$ cat config.mk
export PLATFORM = sky130hd
export DESIGN_NAME = tomasulo_cdb_arbiter
export DESIGN_NICKNAME = d
export VERILOG_FILES = /design/src/rtl/tomasulo_pkg.sv /design/src/rtl/cdb_fifo.sv /design/src/rtl/tomasulo_cdb_arbiter.sv
export SDC_FILE = /design/constraint.sdc
export NUM_CORES = 1
export LEC_CHECK = 0
export ABC_AREA = 1
export CAP_MARGIN = 40
export CORE_ASPECT_RATIO = 0.8
export CORE_MARGIN = 8
export CORE_UTILIZATION = 35
export CTS_BUF_LIST = sky130_fd_sc_hd__clkbuf_8
export DETAILED_ROUTE_END_ITERATION = 7
export PLACE_DENSITY = 0.62
export SLEW_MARGIN = 20
export SYNTH_ARGS = -nofsm -noshare
export SYNTH_HDL_FRONTEND = slang
export SYNTH_SLANG_ARGS = --single-unit
$ cat constraint.sdc
create_clock -name clk1 -period 3.04 [get_ports clk1]
set_input_delay 0.608 -clock clk1 [delete_from_list [all_inputs] [get_ports clk1]]
set_output_delay 0.608 -clock clk1 [all_outputs]
set_load 0.01 [all_outputs]
$ cat src/rtl/tomasulo_pkg.sv
// -----------------------------------------------------------------------------
// tomasulo_pkg
// Definitions shared by the CDB arbiter, the reservation stations and the
// register bank: producer tag width, result value width, and the reserved
// "no producer" tag.
// -----------------------------------------------------------------------------
package tomasulo_pkg;

    localparam int TAG_W  = 4;
    localparam int DATA_W = 16;

    // A tag of zero means "no producer": such results carry nothing a
    // consumer could be waiting on, so they are never broadcast.
    localparam logic [TAG_W-1:0] NULL_TAG = '0;

endpackage

$ cat src/rtl/cdb_fifo.sv
// -----------------------------------------------------------------------------
// cdb_fifo
// Small per-unit result FIFO sitting between a functional unit and the CDB
// arbiter. Holds {tag, data} entries in arrival order.
//
// Ports:
//   clk1   in   clock, all updates on posedge
//   rst    in   asynchronous active-high reset (empties the FIFO)
//   push   in   write din this cycle (ignored when full)
//   pop    in   drop the head entry this cycle (ignored when empty)
//   clr    in   synchronous clear, wins over push and pop
//   din    in   entry to write
//   dout   out  current head entry (meaningful only when count != 0)
//   count  out  number of stored entries, 0..DEPTH
// -----------------------------------------------------------------------------
module cdb_fifo #(
    parameter int WIDTH = 20,
    parameter int DEPTH = 2
) (
    input  logic                       clk1,
    input  logic                       rst,
    input  logic                       push,
    input  logic                       pop,
    input  logic                       clr,
    input  logic [WIDTH-1:0]           din,
    output logic [WIDTH-1:0]           dout,
    output logic [$clog2(DEPTH+1)-1:0] count
);

    localparam int PTR_W = (DEPTH > 1) ? $clog2(DEPTH) : 1;
    localparam int CNT_W = $clog2(DEPTH + 1);

    logic [WIDTH-1:0] mem [DEPTH];
    logic [PTR_W-1:0] wr_ptr;
    logic [PTR_W-1:0] rd_ptr;
    logic             do_push;
    logic             do_pop;

    // Full FIFOs never take a same-cycle push, even if they are popped.
    assign do_push = push && (count < CNT_W'(DEPTH)) && !clr;
    assign do_pop  = pop  && (count != '0) && !clr;

    // NOTE: sequential state uses non-blocking assignments only, so every
    // flop samples the pre-edge values regardless of block ordering.
    always_ff @(posedge clk1 or posedge rst) begin
        if (rst) begin
            wr_ptr <= '0;
            rd_ptr <= '0;
            count  <= '0;
        end else if (clr) begin
            wr_ptr <= '0;
            rd_ptr <= '0;
            count  <= '0;
        end else begin
            // DEPTH is a power of two, so the pointers wrap by overflow.
            if (do_push) wr_ptr <= wr_ptr + 1'b1;
            if (do_pop)  rd_ptr <= rd_ptr + 1'b1;
            case ({do_push, do_pop})
                2'b10:   count <= count + 1'b1;
                2'b01:   count <= count - 1'b1;
                default: count <= count;
            endcase
        end
    end

    // NOTE: the storage array has no reset; an entry is only ever read
    // after it has been written, and leaving it out keeps it plain RAM.
    always_ff @(posedge clk1) begin
        if (do_push) mem[wr_ptr] <= din;
    end

    assign dout = mem[rd_ptr];

endmodule

$ cat src/rtl/tomasulo_cdb_arbiter.sv
// -----------------------------------------------------------------------------
// tomasulo_cdb_arbiter
// Collects completed results from NUM_FU functional units into per-unit
// FIFOs, grants one non-empty FIFO per cycle in round-robin order and
// broadcasts the winner on a registered Common Data Bus.
//
// Ports:
//   clk1      in   clock
//   rst       in   asynchronous active-high reset
//   flush     in   synchronous discard of all buffered results
//   fu_valid  in   [NUM_FU]          unit i presents a result
//   fu_ready  out  [NUM_FU]          FIFO i can accept (registered count only)
//   fu_tag    in   [NUM_FU*TAG_W]    tag of unit i at [i*TAG_W +: TAG_W]
//   fu_data   in   [NUM_FU*DATA_W]   value of unit i, same packing
//   cdb_valid out  broadcast valid this cycle
//   cdb_tag   out  broadcast producer tag (holds when idle)
//   cdb_data  out  broadcast value (holds when idle)
//   drop_cnt  out  saturating count of null-tag results discarded
// -----------------------------------------------------------------------------
module tomasulo_cdb_arbiter #(
    parameter int NUM_FU     = 3,
    parameter int DATA_W     = tomasulo_pkg::DATA_W,
    parameter int TAG_W      = tomasulo_pkg::TAG_W,
    parameter int FIFO_DEPTH = 2
) (
    input  logic                     clk1,
    input  logic                     rst,
    input  logic                     flush,
    input  logic [NUM_FU-1:0]        fu_valid,
    output logic [NUM_FU-1:0]        fu_ready,
    input  logic [NUM_FU*TAG_W-1:0]  fu_tag,
    input  logic [NUM_FU*DATA_W-1:0] fu_data,
    output logic                     cdb_valid,
    output logic [TAG_W-1:0]         cdb_tag,
    output logic [DATA_W-1:0]        cdb_data,
    output logic [7:0]               drop_cnt
);

    import tomasulo_pkg::*;

    localparam int ENTRY_W = TAG_W + DATA_W;
    localparam int CNT_W   = $clog2(FIFO_DEPTH + 1);
    localparam int PTR_W   = (NUM_FU > 1) ? $clog2(NUM_FU) : 1;

    logic [CNT_W-1:0]   fifo_count [NUM_FU];
    logic [ENTRY_W-1:0] fifo_head  [NUM_FU];
    logic [NUM_FU-1:0]  nonempty;
    logic [NUM_FU-1:0]  push;
    logic [NUM_FU-1:0]  pop;
    logic [NUM_FU-1:0]  drop;

    logic [PTR_W-1:0]   rr_ptr;
    logic [PTR_W-1:0]   rr_next;
    logic [PTR_W-1:0]   grant_idx;
    logic               grant_valid;
    logic [7:0]         drop_next;

    // ------------------------------------------------------------------
    // Per-unit intake
    // ------------------------------------------------------------------
    for (genvar g = 0; g < NUM_FU; g++) begin : g_fu
        logic [TAG_W-1:0]  tag;
        logic [DATA_W-1:0] data;
        logic              accept;

        assign tag  = fu_tag[g*TAG_W +: TAG_W];
        assign data = fu_data[g*DATA_W +: DATA_W];

        assign fu_ready[g] = fifo_count[g] < CNT_W'(FIFO_DEPTH);
        assign nonempty[g] = fifo_count[g] != '0;

        // Null-tag results complete the handshake but are not stored.
        assign accept  = fu_valid[g] && fu_ready[g] && !flush;
        assign push[g] = accept && (tag != TAG_W'(NULL_TAG));
        assign drop[g] = accept && (tag == TAG_W'(NULL_TAG));
        assign pop[g]  = grant_valid && (grant_idx == PTR_W'(g));

        cdb_fifo #(
            .WIDTH (ENTRY_W),
            .DEPTH (FIFO_DEPTH)
        ) u_fifo (
            .clk1  (clk1),
            .rst   (rst),
            .push  (push[g]),
            .pop   (pop[g]),
            .clr   (flush),
            .din   ({tag, data}),
            .dout  (fifo_head[g]),
            .count (fifo_count[g])
        );
    end

    // ------------------------------------------------------------------
    // Round-robin grant: first non-empty FIFO at or after rr_ptr.
    // ------------------------------------------------------------------
    always_comb begin
        int idx;
        // NOTE: every combinational output gets a default first so no
        // path through the block leaves it unassigned (no latches).
        grant_valid = 1'b0;
        grant_idx   = '0;
        idx         = 0;
        for (int k = 0; k < NUM_FU; k++) begin
            idx = (int'(rr_ptr) + k) % NUM_FU;
            if (!grant_valid && nonempty[idx]) begin
                grant_valid = 1'b1;
                grant_idx   = PTR_W'(idx);
            end
        end
        if (flush) grant_valid = 1'b0;

        rr_next = (grant_idx == PTR_W'(NUM_FU - 1)) ? '0 : grant_idx + 1'b1;
    end

    // Several units may drop in the same cycle; add them all, saturating.
    always_comb begin
        int sum;
        sum = int'(drop_cnt);
        for (int i = 0; i < NUM_FU; i++) begin
            if (drop[i]) sum = sum + 1;
        end
        drop_next = (sum > 255) ? 8'hFF : 8'(sum);
    end

    // ------------------------------------------------------------------
    // CDB register, round-robin pointer, drop counter
    // ------------------------------------------------------------------
    always_ff @(posedge clk1 or posedge rst) begin
        if (rst) begin
            cdb_valid <= 1'b0;
            cdb_tag   <= '0;
            cdb_data  <= '0;
            rr_ptr    <= '0;
            drop_cnt  <= '0;
        end else if (flush) begin
            // Pointer and drop count deliberately survive a flush.
            cdb_valid <= 1'b0;
        end else begin
            cdb_valid <= grant_valid;
            drop_cnt  <= drop_next;
            if (grant_valid) begin
                {cdb_tag, cdb_data} <= fifo_head[grant_idx];
                rr_ptr              <= rr_next;
            end
        end
    end

endmodule
==> metrics.md <==
| Metric | Value |
|---|---|
| Flop-to-flop setup slack | 0.57 ns |
| Synth Area in Adders | less than 1% |
| Largest net degree at the start of global routing | 23 |
| Clock sinks | 163 |
| Synth Warn # | 0 |
| Crit path time final | 2.517 ns |
| Outcome | complete, no violations |
| Main combinational cell family by area after synthesis | simple AND/OR/NAND/NOR gates |
| Post-Synth XOR/XNOR Area | 0.6788% |
| Synth Area in Compound Gates | under 10% |
| Fin util | 44.07% |
| Mean Syn Cell Area | around 11 um^2 |
| GRT Residual Overflow | 0 |
| DRC | 0 |
| Number of synthesized flops with an enable pin | 120 |
| Net Count, Synth | 775 |
| Top FF cell, synth | edfxtp_1 |
| Rel. slew slack | 61.21% |
| Die width | 182.3 um |
| First-pass GRT wire length | 28300 um |
| Setup TNS | 0 ns |
| Routed wire per std cell | 16.13 um |
| Share of layout cells above drive strength 1 | 21.14% |
| Post-CTS setup buffers | 0 |
| Part of the cycle the worst path needs | 82.80% |
| Leak pwr | 3.848 nW |
| Via count | 5284 |
| Gpl congestion | 0.8080 |
| Clk buf depth | 2 |
| Final Max Tran Viols | 0 |
| Cell count after synthesis | between 700 and 800 |
| Multiplexer area fraction after synthesis | 3.556% |
| Final hold vios | 0 |
| Antenna Cells | 0 |
| Max H-tree Level | 4 |
| CP Max Fanout | 8 |
| Worst R2R End | cdb_tag[1] |
| Die height | roughly 150 um |
| Async set-or-reset flop fraction in the synthesized netlist | 26.38% |
| Critical path arrival | 2.86 ns |
| Worst Hold Class | input pin to async pin |
| F_max | 397.3 MHz |
| Max Cap Viol | 0 |
| CORE AREA | between 20000 and 25000 um^2 |
| Number of global-route vias before repair | 5006 |
| Post-Route WL | 18020 um |
| Cts hold-fix bufs | 0 |
| Critical path type | input pin to register |
| Starting Density | 35.80% |
| Initial antenna violation count | 1 |
| Reg2reg start | rr_ptr[0] |
| Unrepaired setup endpoints after global routing | no |
| Final setup violation count | 0 |
| WP data required | between 3 and 4 ns |
| DRT iter0 DRCs | between 300 and 400 |
| Biggest cell delay along the critical path | 0.54 ns |
| IO Count | 98 |
| Crit path launch type | input pin |
| Worst Tran Pin Value | around 0.58 ns |
| #FFs+latches synth | 163 |
| Area of the die | 27160 um^2 |
| Simple-gate share of the synthesized area | between 20% and 30% |
| Commonest cells after routing, fill and taps aside | 198 x nand2_1, 120 x edfxtp_1, 97 x clkdlybuf4s50_1 |
| PortBufs | just under 100 |
| Post-synthesis sequential area ratio | 60.45% |
| GR Util All Layers | 13.66% |
| Worst reg2reg path depth | 14 |
| Max stage delay cell, worst path | clkdlybuf4s50_1 |
| Mapped cell area | 7741 um^2 |
| CP dominant cell by count | nand2_1 |
| CTS tree | done |
| Worst-path cell chain | clkdlybuf4s50_1 -> nand3_4 -> nor2_8 -> nand2_1 -> nand2_2 -> inv_2 -> ha_1 -> nand2_1 -> o21ai_2 -> ha_1 -> nand2_1 -> nor2_4 -> nand2_4 -> nor2_2 -> nand2_1 -> nor2_2 -> nor2_4 -> nand2_1 |
| Row count | 48 |
| Cts bufs inserted | 17 |
| Clock skew after layout | 0.009978 ns |
| Commonest non-fill, non-tap cell in the layout | nand2_1 |
| HPWL Detailed | 13510 um |
| Antenna-violating nets left | 0 |
| Clk Latency, worst-skew pair | 0.46 ns |
| CTS clock-pin slew for the worst setup and hold paths | 0.09 ns |
| Peak VDD IR | 0.4744 mV |
| Routed vias/inst | 4.731 |
| Layout net count | 900 |
| Post-CTS sizing | 0 |
| Library cells used by synthesis | 44 |
| Clock root buffer | clkbuf_8 |
| Layout area overhead | 23.08% |
| Pwr/cell area | 950.0 nW/um^2 |
| Crit end category | register |
| 1st-pass router iterations | 4 |
-- sequential cells by signal, indices dropped and copies added, names as in the netlist --
register            count
cdb_data               16
cdb_tag                 4
cdb_valid               1
drop_cnt                8
g_fu.u_fifo.count       6
g_fu.u_fifo.mem       120
g_fu.u_fifo.rd_ptr      3
g_fu.u_fifo.wr_ptr      3
rr_ptr                  2
-- worst max-delay path by stage --
| stage | start | end | slack [ns] | cells past startpoint |
|---|---|---|---|---|
| 6_report | fu_valid[0] | drop_cnt[3] | 0.52 | 18 |
| 5_1_grt | fu_tag[3] | drop_cnt[7] | 0.25 | 19 |
| 4_1_cts | fu_tag[3] | drop_cnt[3] | 0.52 | 20 |
| 3_5_place_dp | fu_valid[0] | drop_cnt[3] | 0.03 | 18 |
| 3_3_place_gp | fu_valid[0] | drop_cnt[7] | 0.05 | 18 |
| 2_1_floorplan | flush | drop_cnt[7] | 0.52 | 18 |
-- cell usage after synthesis (3+ instances only) --
| library cell | number | share of area (%) |
|---|---|---|
| nor2_2 | 6 | 0.48 |
| nand3_1 | 33 | 2.1 |
| o211ai_1 | 5 | 0.48 |
| xnor2_1 | 3 | 0.34 |
| nand4_1 | 9 | 0.73 |
| o21ai_1 | 4 | 0.26 |
| a21oi_1 | 5 | 0.32 |
| nor2_8 | 4 | 1.0 |
| nand3_2 | 7 | 0.91 |
| dfrtp_1 | 43 | 14 |
| ha_1 | 5 | 0.81 |
| o2111ai_1 | 6 | 0.68 |
| o21ai_0 | 31 | 2.0 |
| mux2i_1 | 5 | 0.65 |
| nand2_8 | 3 | 0.78 |
| inv_1 | 55 | 2.7 |
| or2_2 | 19 | 1.5 |
| xor2_1 | 3 | 0.34 |
| inv_2 | 10 | 0.48 |
| nand2_4 | 8 | 1.2 |
| nand2_1 | 198 | 9.6 |
| o22a_1 | 3 | 0.34 |
| nand2_2 | 19 | 1.5 |
| nor2_4 | 4 | 0.58 |
| edfxtp_1 | 120 | 47 |
| clkbuf_1 | 9 | 0.44 |
| mux2_2 | 20 | 2.9 |
| nor2_1 | 34 | 1.6 |
| nand3_4 | 4 | 0.91 |
| o2111ai_2 | 9 | 1.7 |
| inv_4 | 4 | 0.32 |
-- per-layer routing --
layer	track usage, %	share of wire [%]
met1	20.04	50
met5	0	0.072
met2	18.49	41
met3	3.846	7.0
met4	5.565	1.9
-- area by class of cell --
class	count	area (um^2)
Clock inverter	15	142.6
Clock buffer	17	234.0
Sequential cell	163	4679
Tap cell	275	344.1
Inverter	71	276.5
Multi-Input combinational cell	454	2693
Fill cell	2010	12090
Timing Repair Buffer	122	1159
-- cell families (layout without fill, tap and decap cells) --
group	Yosys count	after routing
simple gates	350	350
fa+ha+maj	5	5
mux	25	25
flops	163	163
compound gates	68	68
xor+xnor	6	6
buf+inv	87	225
-- report_power, final --
part           switching (mW)  leakage, nW  internal, mW  total (mW)
clock                   0.845        0.195         0.668        1.51
combinational            2.77         2.04          1.66        4.43
sequential              0.295         1.62          2.82        3.11
total                    3.91         3.85          5.15        9.05
-- through the flow --
stage,cell area (um^2),total power [mW],hold WS [ns],cells,setup WS [ns]
after floorplan,7741,6.176,0.4827,704,0.5211
after global placement,9151,7.533,0.4944,1085,0.05325
after detailed placement,9151,7.597,0.4962,1085,0.02612
after CTS,9528,9.111,0.4667,1117,0.5191
after global routing,9528,9.718,0.5068,1117,0.2542
final,9528,9.052,0.4782,1117,0.5229
-- worst max-delay path: cells and delay by family --
kind,cells,cell delay (ns)
AO/OA/AOI/OAI,1,0.06
AND/OR/NAND/NOR,13,1.14
adder cells (fa/ha/maj),2,0.47
buffers and inverters,2,0.58
Power figures use the tool's default switching activity.
